File: config.mk
export PLATFORM = sky130hd
export DESIGN_NAME = conv_3x3_feeder
export DESIGN_NICKNAME = d
export VERILOG_FILES = /design/src/rtl/conv_3x3_feeder_pkg.sv /design/src/rtl/conv_3x3_feeder_win_addr_gen.sv /design/src/rtl/conv_3x3_feeder.sv
export SDC_FILE = /design/constraint.sdc
export NUM_CORES = 1
export LEC_CHECK = 0
export ABC_AREA = 1
export CORE_AREA = 4 4 209 211
export DETAILED_ROUTE_END_ITERATION = 7
export DIE_AREA = 0 0 213 215
export PLACE_DENSITY = 0.77
export SLEW_MARGIN = 20
export SYNTH_ARGS = -nofsm -noshare
export SYNTH_HDL_FRONTEND = slang
export SYNTH_SLANG_ARGS = --single-unit
File: constraint.sdc
create_clock -name clk -period 9.6 [get_ports clk]
set_input_delay 1.92 -clock clk [delete_from_list [all_inputs] [get_ports clk]]
set_output_delay 1.92 -clock clk [all_outputs]
set_load 0.03 [all_outputs]
File: src/rtl/conv_3x3_feeder_pkg.sv
// Shared constants, FSM encoding and window-slot helper for the conv_3x3 feeder.
package conv_3x3_feeder_pkg;
  localparam int FP16_W = 16;
  localparam int KSIZE  = 3;
  localparam int TAPS   = KSIZE * KSIZE;
  localparam int WIN_W  = FP16_W * TAPS;

  typedef enum logic [2:0] {
    IDLE  = 3'd0,
    FETCH = 3'd1,
    CONV  = 3'd2,
    OUT   = 3'd3,
    DONE  = 3'd4
  } state_e;

  // Bit offset of window slot (ky*3+kx); slot 0 sits in the top word.
  function automatic int unsigned slot_offset(input int unsigned slot);
    return (TAPS - 1 - slot) * FP16_W;
  endfunction
endpackage

File: src/rtl/conv_3x3_feeder_win_addr_gen.sv
// Window/tap counters and feature-buffer address arithmetic for the feeder.
module win_addr_gen
  import conv_3x3_feeder_pkg::*;
#(
  parameter int ADDR_W = 16,
  parameter int DIM_W  = 10,
  parameter int STRIDE = 1
) (
  input  logic              clk,
  input  logic              rst_n,
  input  logic              clear,
  input  logic              tap_adv,
  input  logic              win_adv,
  input  logic [ADDR_W-1:0] base,
  input  logic [DIM_W-1:0]  img_w,
  input  logic [DIM_W-1:0]  img_h,
  output logic [ADDR_W-1:0] addr,
  output logic              last_tap,
  output logic              last_window
);
  localparam int PW = 2 * DIM_W + 2;
  localparam logic [1:0] KLAST = 2'(KSIZE - 1);

  logic [1:0]       kx_q, kx_d, ky_q, ky_d;
  logic [DIM_W-1:0] ox_q, ox_d, oy_q, oy_d;
  logic [DIM_W-1:0] ow_m1, oh_m1;
  logic [DIM_W:0]   ox_s, oy_s;
  logic [PW-1:0]    row, col, row_off;

  always_comb begin
    // Stride is limited to 1 or 2, so the divide and multiply are shifts.
    if (STRIDE == 2) begin
      ow_m1 = (img_w - DIM_W'(KSIZE)) >> 1;
      oh_m1 = (img_h - DIM_W'(KSIZE)) >> 1;
      ox_s  = {ox_q, 1'b0};
      oy_s  = {oy_q, 1'b0};
    end else begin
      ow_m1 = img_w - DIM_W'(KSIZE);
      oh_m1 = img_h - DIM_W'(KSIZE);
      ox_s  = {1'b0, ox_q};
      oy_s  = {1'b0, oy_q};
    end
    row     = PW'(oy_s) + PW'(ky_q);
    col     = PW'(ox_s) + PW'(kx_q);
    row_off = row * PW'(img_w);
    addr    = base + ADDR_W'(row_off) + ADDR_W'(col);
    last_tap    = (kx_q == KLAST) && (ky_q == KLAST);
    last_window = (ox_q == ow_m1) && (oy_q == oh_m1);
  end

  always_comb begin
    kx_d = kx_q;
    ky_d = ky_q;
    ox_d = ox_q;
    oy_d = oy_q;
    if (clear) begin
      kx_d = '0;
      ky_d = '0;
      ox_d = '0;
      oy_d = '0;
    end else begin
      if (tap_adv) begin
        if (kx_q == KLAST) begin
          kx_d = '0;
          ky_d = (ky_q == KLAST) ? 2'd0 : ky_q + 2'd1;
        end else begin
          kx_d = kx_q + 2'd1;
        end
      end
      if (win_adv) begin
        if (ox_q == ow_m1) begin
          ox_d = '0;
          oy_d = oy_q + DIM_W'(1);
        end else begin
          ox_d = ox_q + DIM_W'(1);
        end
      end
    end
  end

  always_ff @(posedge clk or negedge rst_n) begin
    if (!rst_n) begin
      kx_q <= '0;
      ky_q <= '0;
      ox_q <= '0;
      oy_q <= '0;
    end else begin
      kx_q <= kx_d;
      ky_q <= ky_d;
      ox_q <= ox_d;
      oy_q <= oy_d;
    end
  end
endmodule

File: src/rtl/conv_3x3_feeder.sv
// Gathers 3x3 fp16 windows from the feature buffer, hands them to conv_3x3 and
// streams the results out under backpressure.
module conv_3x3_feeder
  import conv_3x3_feeder_pkg::*;
#(
  parameter int ADDR_W = 16,
  parameter int DIM_W  = 10,
  parameter int STRIDE = 1
) (
  input  logic              clk,
  input  logic              rst_n,
  input  logic              start,
  input  logic [ADDR_W-1:0] base_addr,
  input  logic [DIM_W-1:0]  img_w,
  input  logic [DIM_W-1:0]  img_h,
  input  logic [WIN_W-1:0]  w_in,
  output logic              rd_en,
  output logic [ADDR_W-1:0] rd_addr,
  input  logic [FP16_W-1:0] rd_data,
  output logic [WIN_W-1:0]  im,
  output logic [WIN_W-1:0]  iw,
  output logic              conv_ready,
  input  logic              conv_valid,
  input  logic [FP16_W-1:0] om,
  output logic [FP16_W-1:0] out_data,
  output logic              out_valid,
  input  logic              out_ready,
  output logic              busy,
  output logic              done,
  output logic [2:0]        dbg_state
);
  state_e            state_q, state_d;
  logic [ADDR_W-1:0] base_q, base_d;
  logic [DIM_W-1:0]  img_w_q, img_w_d, img_h_q, img_h_d;
  logic [WIN_W-1:0]  iw_q, iw_d, im_q, im_d;
  logic [FP16_W-1:0] out_data_q, out_data_d;
  logic              issued_q, issued_d;
  logic              rd_vld_q, rd_vld_d;
  logic              clear, tap_adv, win_adv, last_tap, last_window;

  win_addr_gen #(
    .ADDR_W (ADDR_W),
    .DIM_W  (DIM_W),
    .STRIDE (STRIDE)
  ) u_addr (
    .clk         (clk),
    .rst_n       (rst_n),
    .clear       (clear),
    .tap_adv     (tap_adv),
    .win_adv     (win_adv),
    .base        (base_q),
    .img_w       (img_w_q),
    .img_h       (img_h_q),
    .addr        (rd_addr),
    .last_tap    (last_tap),
    .last_window (last_window)
  );

  // Handshakes: conv_ready/conv_valid and out_valid/out_ready both complete on the
  // rising edge where both are high; the initiator holds its data stable until then.
  always_comb begin
    state_d    = state_q;
    base_d     = base_q;
    img_w_d    = img_w_q;
    img_h_d    = img_h_q;
    iw_d       = iw_q;
    im_d       = im_q;
    out_data_d = out_data_q;
    issued_d   = issued_q;
    clear      = 1'b0;
    tap_adv    = 1'b0;
    win_adv    = 1'b0;
    rd_en      = 1'b0;
    case (state_q)
      IDLE: begin
        if (start) begin
          base_d   = base_addr;
          img_w_d  = img_w;
          img_h_d  = img_h;
          iw_d     = w_in;
          clear    = 1'b1;
          issued_d = 1'b0;
          state_d  = ((img_w < DIM_W'(KSIZE)) || (img_h < DIM_W'(KSIZE))) ? DONE : FETCH;
        end
      end
      FETCH: begin
        // Nine read cycles, then one more cycle for the last word to land.
        if (!issued_q) begin
          rd_en    = 1'b1;
          tap_adv  = 1'b1;
          issued_d = last_tap;
        end else begin
          issued_d = 1'b0;
          state_d  = CONV;
        end
      end
      CONV: begin
        if (conv_valid) begin
          out_data_d = om;
          state_d    = OUT;
        end
      end
      OUT: begin
        if (out_ready) begin
          win_adv = 1'b1;
          state_d = last_window ? DONE : FETCH;
        end
      end
      DONE:    state_d = IDLE;
      default: state_d = IDLE;
    endcase
    rd_vld_d = rd_en;
    if (rd_vld_q) im_d = {im_q[WIN_W-FP16_W-1:0], rd_data};
  end

  always_ff @(posedge clk or negedge rst_n) begin
    if (!rst_n) begin
      state_q    <= IDLE;
      base_q     <= '0;
      img_w_q    <= '0;
      img_h_q    <= '0;
      iw_q       <= '0;
      im_q       <= '0;
      out_data_q <= '0;
      issued_q   <= 1'b0;
      rd_vld_q   <= 1'b0;
    end else begin
      state_q    <= state_d;
      base_q     <= base_d;
      img_w_q    <= img_w_d;
      img_h_q    <= img_h_d;
      iw_q       <= iw_d;
      im_q       <= im_d;
      out_data_q <= out_data_d;
      issued_q   <= issued_d;
      rd_vld_q   <= rd_vld_d;
    end
  end

  assign im         = im_q;
  assign iw         = iw_q;
  assign out_data   = out_data_q;
  assign conv_ready = (state_q == CONV);
  assign out_valid  = (state_q == OUT);
  assign busy       = (state_q != IDLE);
  assign done       = (state_q == DONE);
  assign dbg_state  = state_q;
endmodule

==> results_dict.tcl <==
set metrics [dict create \
    avgRoutedWirePerCell_um 19.0 \
    io-pin-count 545 \
    cell_breakdown_of_the_critical_path "ha_1 > fa_1 > nand3_1 > xor2_1 > inv_1 > nor2_1 > fa_1 > fa_1 > fa_1 > inv_1 > fa_1 > fa_1 > inv_1 > ha_1 > a21oi_1 > o21a_1 > nand3_1 > inv_1 > nand3_1 > nand2_1 > clkdlybuf4s50_1" \
    fp.dieArea_um2 45800 \
    static-leakage-power_nw 13.0 \
    fin_skew_ps 11.7 \
    setup_tns_ps 0 \
    grt_pass1_wl_um 98900 \
    dr_wl_met3_um 4530 \
    critPathTopFamily "adder cells" \
    clkLatencyLatePin_ps 560 \
    final_count_of_negative_setup_slack_endpoints 0 \
    worst_r2r_endpoint "u_addr.oy_q[7]" \
    total_stage_count_of_the_critical_path 21 \
    layout-drive-gt1-share_pct 5.68 \
    grt_pass1_vias 17337 \
    timing.final.hold_violations 0 \
    layout-area-overhead-vs-synth_pct 38.3 \
    finalWeightedCongestion 0.909 \
    synth_cells 2227 \
    instances_no_fill 3316 \
    period_share_pct 95.5 \
    worst_path_most_repeated_cell "fa_1" \
    grt_use_total_pct 27.5 \
    placement.setup.worst_slack_ps 1050 \
    core.rowCount 75 \
    cts-buffers-inserted 43 \
    routed-wl-met2_um 31300 \
    layout_commonest_cell "nand2_1" \
    maxSlewHeadroom_pct 28.3 \
    route.vias.total 16676 \
    mappedNetlistArea_um2 19200 \
    via_per_inst 5.03 \
    numPlacedInstances 3226 \
    chipHeight_um 215 \
    cts-resized-gates 0 \
    drt-pass1-iter-count 6 \
    drt-initial-drc-count 1199 \
    placement.io_buffers 544 \
    period_needed_ps 9170 \
    ir_worst_vdd_v 0.000652 \
    maximum_number_of_pins_on_one_net_before_global_route_repair 120 \
    synth_fp_nets 2577 \
    rrSetupSlack_ps 6850 \
    endpoint "rd_addr[15]" \
    most-common-layout-cells "798 x nand2_1, 542 x clkdlybuf4s50_1, 368 x dfrtp_1" \
    synth.lib_cells_used.distinct 41 \
    worstMarginPinSlew_ps 1070 \
    setup_repair_after_global_routing_missed_its_margin "no" \
    postLayoutCoreUtil_pct 63.5 \
    clock_tree_from_tritoncts "yes" \
    floorplan.die.width_um 213 \
    synth-seq-area-share_pct 48.2 \
    worst_hold_path_type "flop to flop" \
    synth-edff-count 0 \
    slowest_stage "clkdlybuf4s50_1" \
    critPathKind "flop to output pin" \
    postCtsSetupBuffers 0 \
    drv.max_cap_violation_count 0 \
    wl_met1_um 24800 \
    syn_avg_cell_area_um2 8.60 \
    cp.arrival_ps 7250 \
    ys_warn_count 0 \
    routed_wirelength_um 63200 \
    ctsRootBufferMaster "clkbuf_16" \
    critPathLaunchType "flop" \
    synth.ff_latch_count 369 \
    clock_path_buffers 3 \
    power-per-cell-area_nw_per_um2 466 \
    critPathCaptureType "output pin" \
    postSynth.asyncResetShare_pct 100 \
    htree_levels 2 \
    grt_antenna_before_repair 14 \
    result_of_the_run "finished clean" \
    clock_transition_time_at_the_flip_flop_clock_pins_of_the_worst_setup_and_hold_paths_ps 60 \
    critical_path.startpoint "u_addr.oy_q[0]" \
    critical_path_required_ps 7680 \
    core_region_um2 41800 \
    grt.overflow.total 0 \
    drcViolationCount 0 \
    path_max_fanout 8 \
    worstPathBufferInverterCount 5 \
    hpwl_dp_um 47600 \
    cpPeakStageDelay_ps 690 \
    synthFlopType "dfrtp_1" \
    topRoutingLayerUsed "met5" \
    reg2reg_from "dbg_state[0]" \
    fillCellCount 3410 \
    highest_clock_frequency_the_design_can_meet_mhz 109 \
    tritoncts_num_sinks 369 \
    finalNetCount 3082 \
    final_ant_viol_nets 0 \
    start_util_pct 45.9 \
    worst_setup_slack_final_ps 430 \
    slew_violations 0 \
    rr_worst_depth 6 \
    holdBufCountCts 0 \
]
[Yosys cell counts, types with 14 or more instances]
master	number	area share, %
fa_1	90	9.4
clkbuf_1	58	1.1
ha_1	43	2.8
nand2_1	798	16
a21oi_1	80	2.1
o21ai_0	95	2.5
buf_2	22	0.57
nand4_1	22	0.72
nand3_1	60	1.6
nor2_1	141	2.8
inv_1	288	5.6
xor2_1	32	1.5
mux2_2	32	1.9
nand2_2	14	0.46
dfrtp_1	369	48
[final cells by class]
type | instances | area [um2] | share of cell area [%]
Sequential cell | 369 | 9240 | 34.9
Multi-Input combinational cell | 1474 | 8430 | 31.8
Timing Repair Buffer | 553 | 5530 | 20.9
Clock buffer | 61 | 1230 | 4.66
Inverter | 291 | 1100 | 4.14
Tap cell | 539 | 674 | 2.55
Clock inverter | 18 | 270 | 1.02
Antenna cell | 11 | 27.5 | 0.104
[worst reg2reg max path, delay by kind of cell (launching register included)]
family / cells / cell delay, ps
buf+inv: 3 / 1640
simple gates: 2 / 420
flops: 1 / 440
compound gates: 1 / 170
[sequential cells by signal (all words and copies together) (netlist names)]
signal and flops:
u_addr.ky_q 2, img_h_q 10, u_addr.oy_q 10, dbg_state 3, iw 144, im 144
base_q 16, issued_q 1, rd_vld_q 1, out_data 16, u_addr.ox_q 10, img_w_q 10
u_addr.kx_q 2
[kinds of logic after synthesis]
group / count (synthesis) / synth area share (%)
DFF: 369 / 48.2
AOI/OAI and AO/OA: 203 / 5.69
xor gates and xnor gates: 45 / 2.06
muxes: 32 / 1.88
buffers and inverters: 384 / 7.89
and+or+nand+nor: 1061 / 22.1
adders and majority gates: 133 / 12.2
[layer usage]
metal | global-route usage [%] | vias to the layer above
met1 | 33.9 | 8121
met5 | 0 | -
met2 | 46.4 | 577
li1 | - | 7835
met3 | 6.96 | 137
met4 | 10.3 | 6
[stage by stage]
step                      instance area [um2]  hold WS [ps]  power [W]
after global placement                  25000           463     0.0104
final                                   26500           476     0.0124
after detailed placement                25000           465     0.0106
after CTS                               26500           481     0.0124
after floorplan                         19200           455    0.00759
after global routing                    26500           498     0.0132
[report_power, final]
part	total [W]	internal [W]	switching, W	leakage, nW
logic	0.00767	0.00294	0.00473	7.70
registers	0.00293	0.00230	0.000638	4.52
clock network	0.00175	0.00106	0.000689	0.738
total	0.0124	0.00630	0.00606	13.0
[worst min-delay path by stage]
stage | end | slack, ps | depth (start not counted) | from
3_5_place_dp | iw[113] | 470 | 2 | iw[113]
4_1_cts | iw[113] | 480 | 2 | iw[113]
3_3_place_gp | iw[35] | 460 | 2 | iw[35]
5_1_grt | iw[25] | 500 | 2 | iw[25]
6_report | iw[131] | 480 | 2 | iw[131]
2_1_floorplan | base_q[12] | 460 | 2 | base_q[12]
Note: power is estimated with default switching activity, not from simulation.
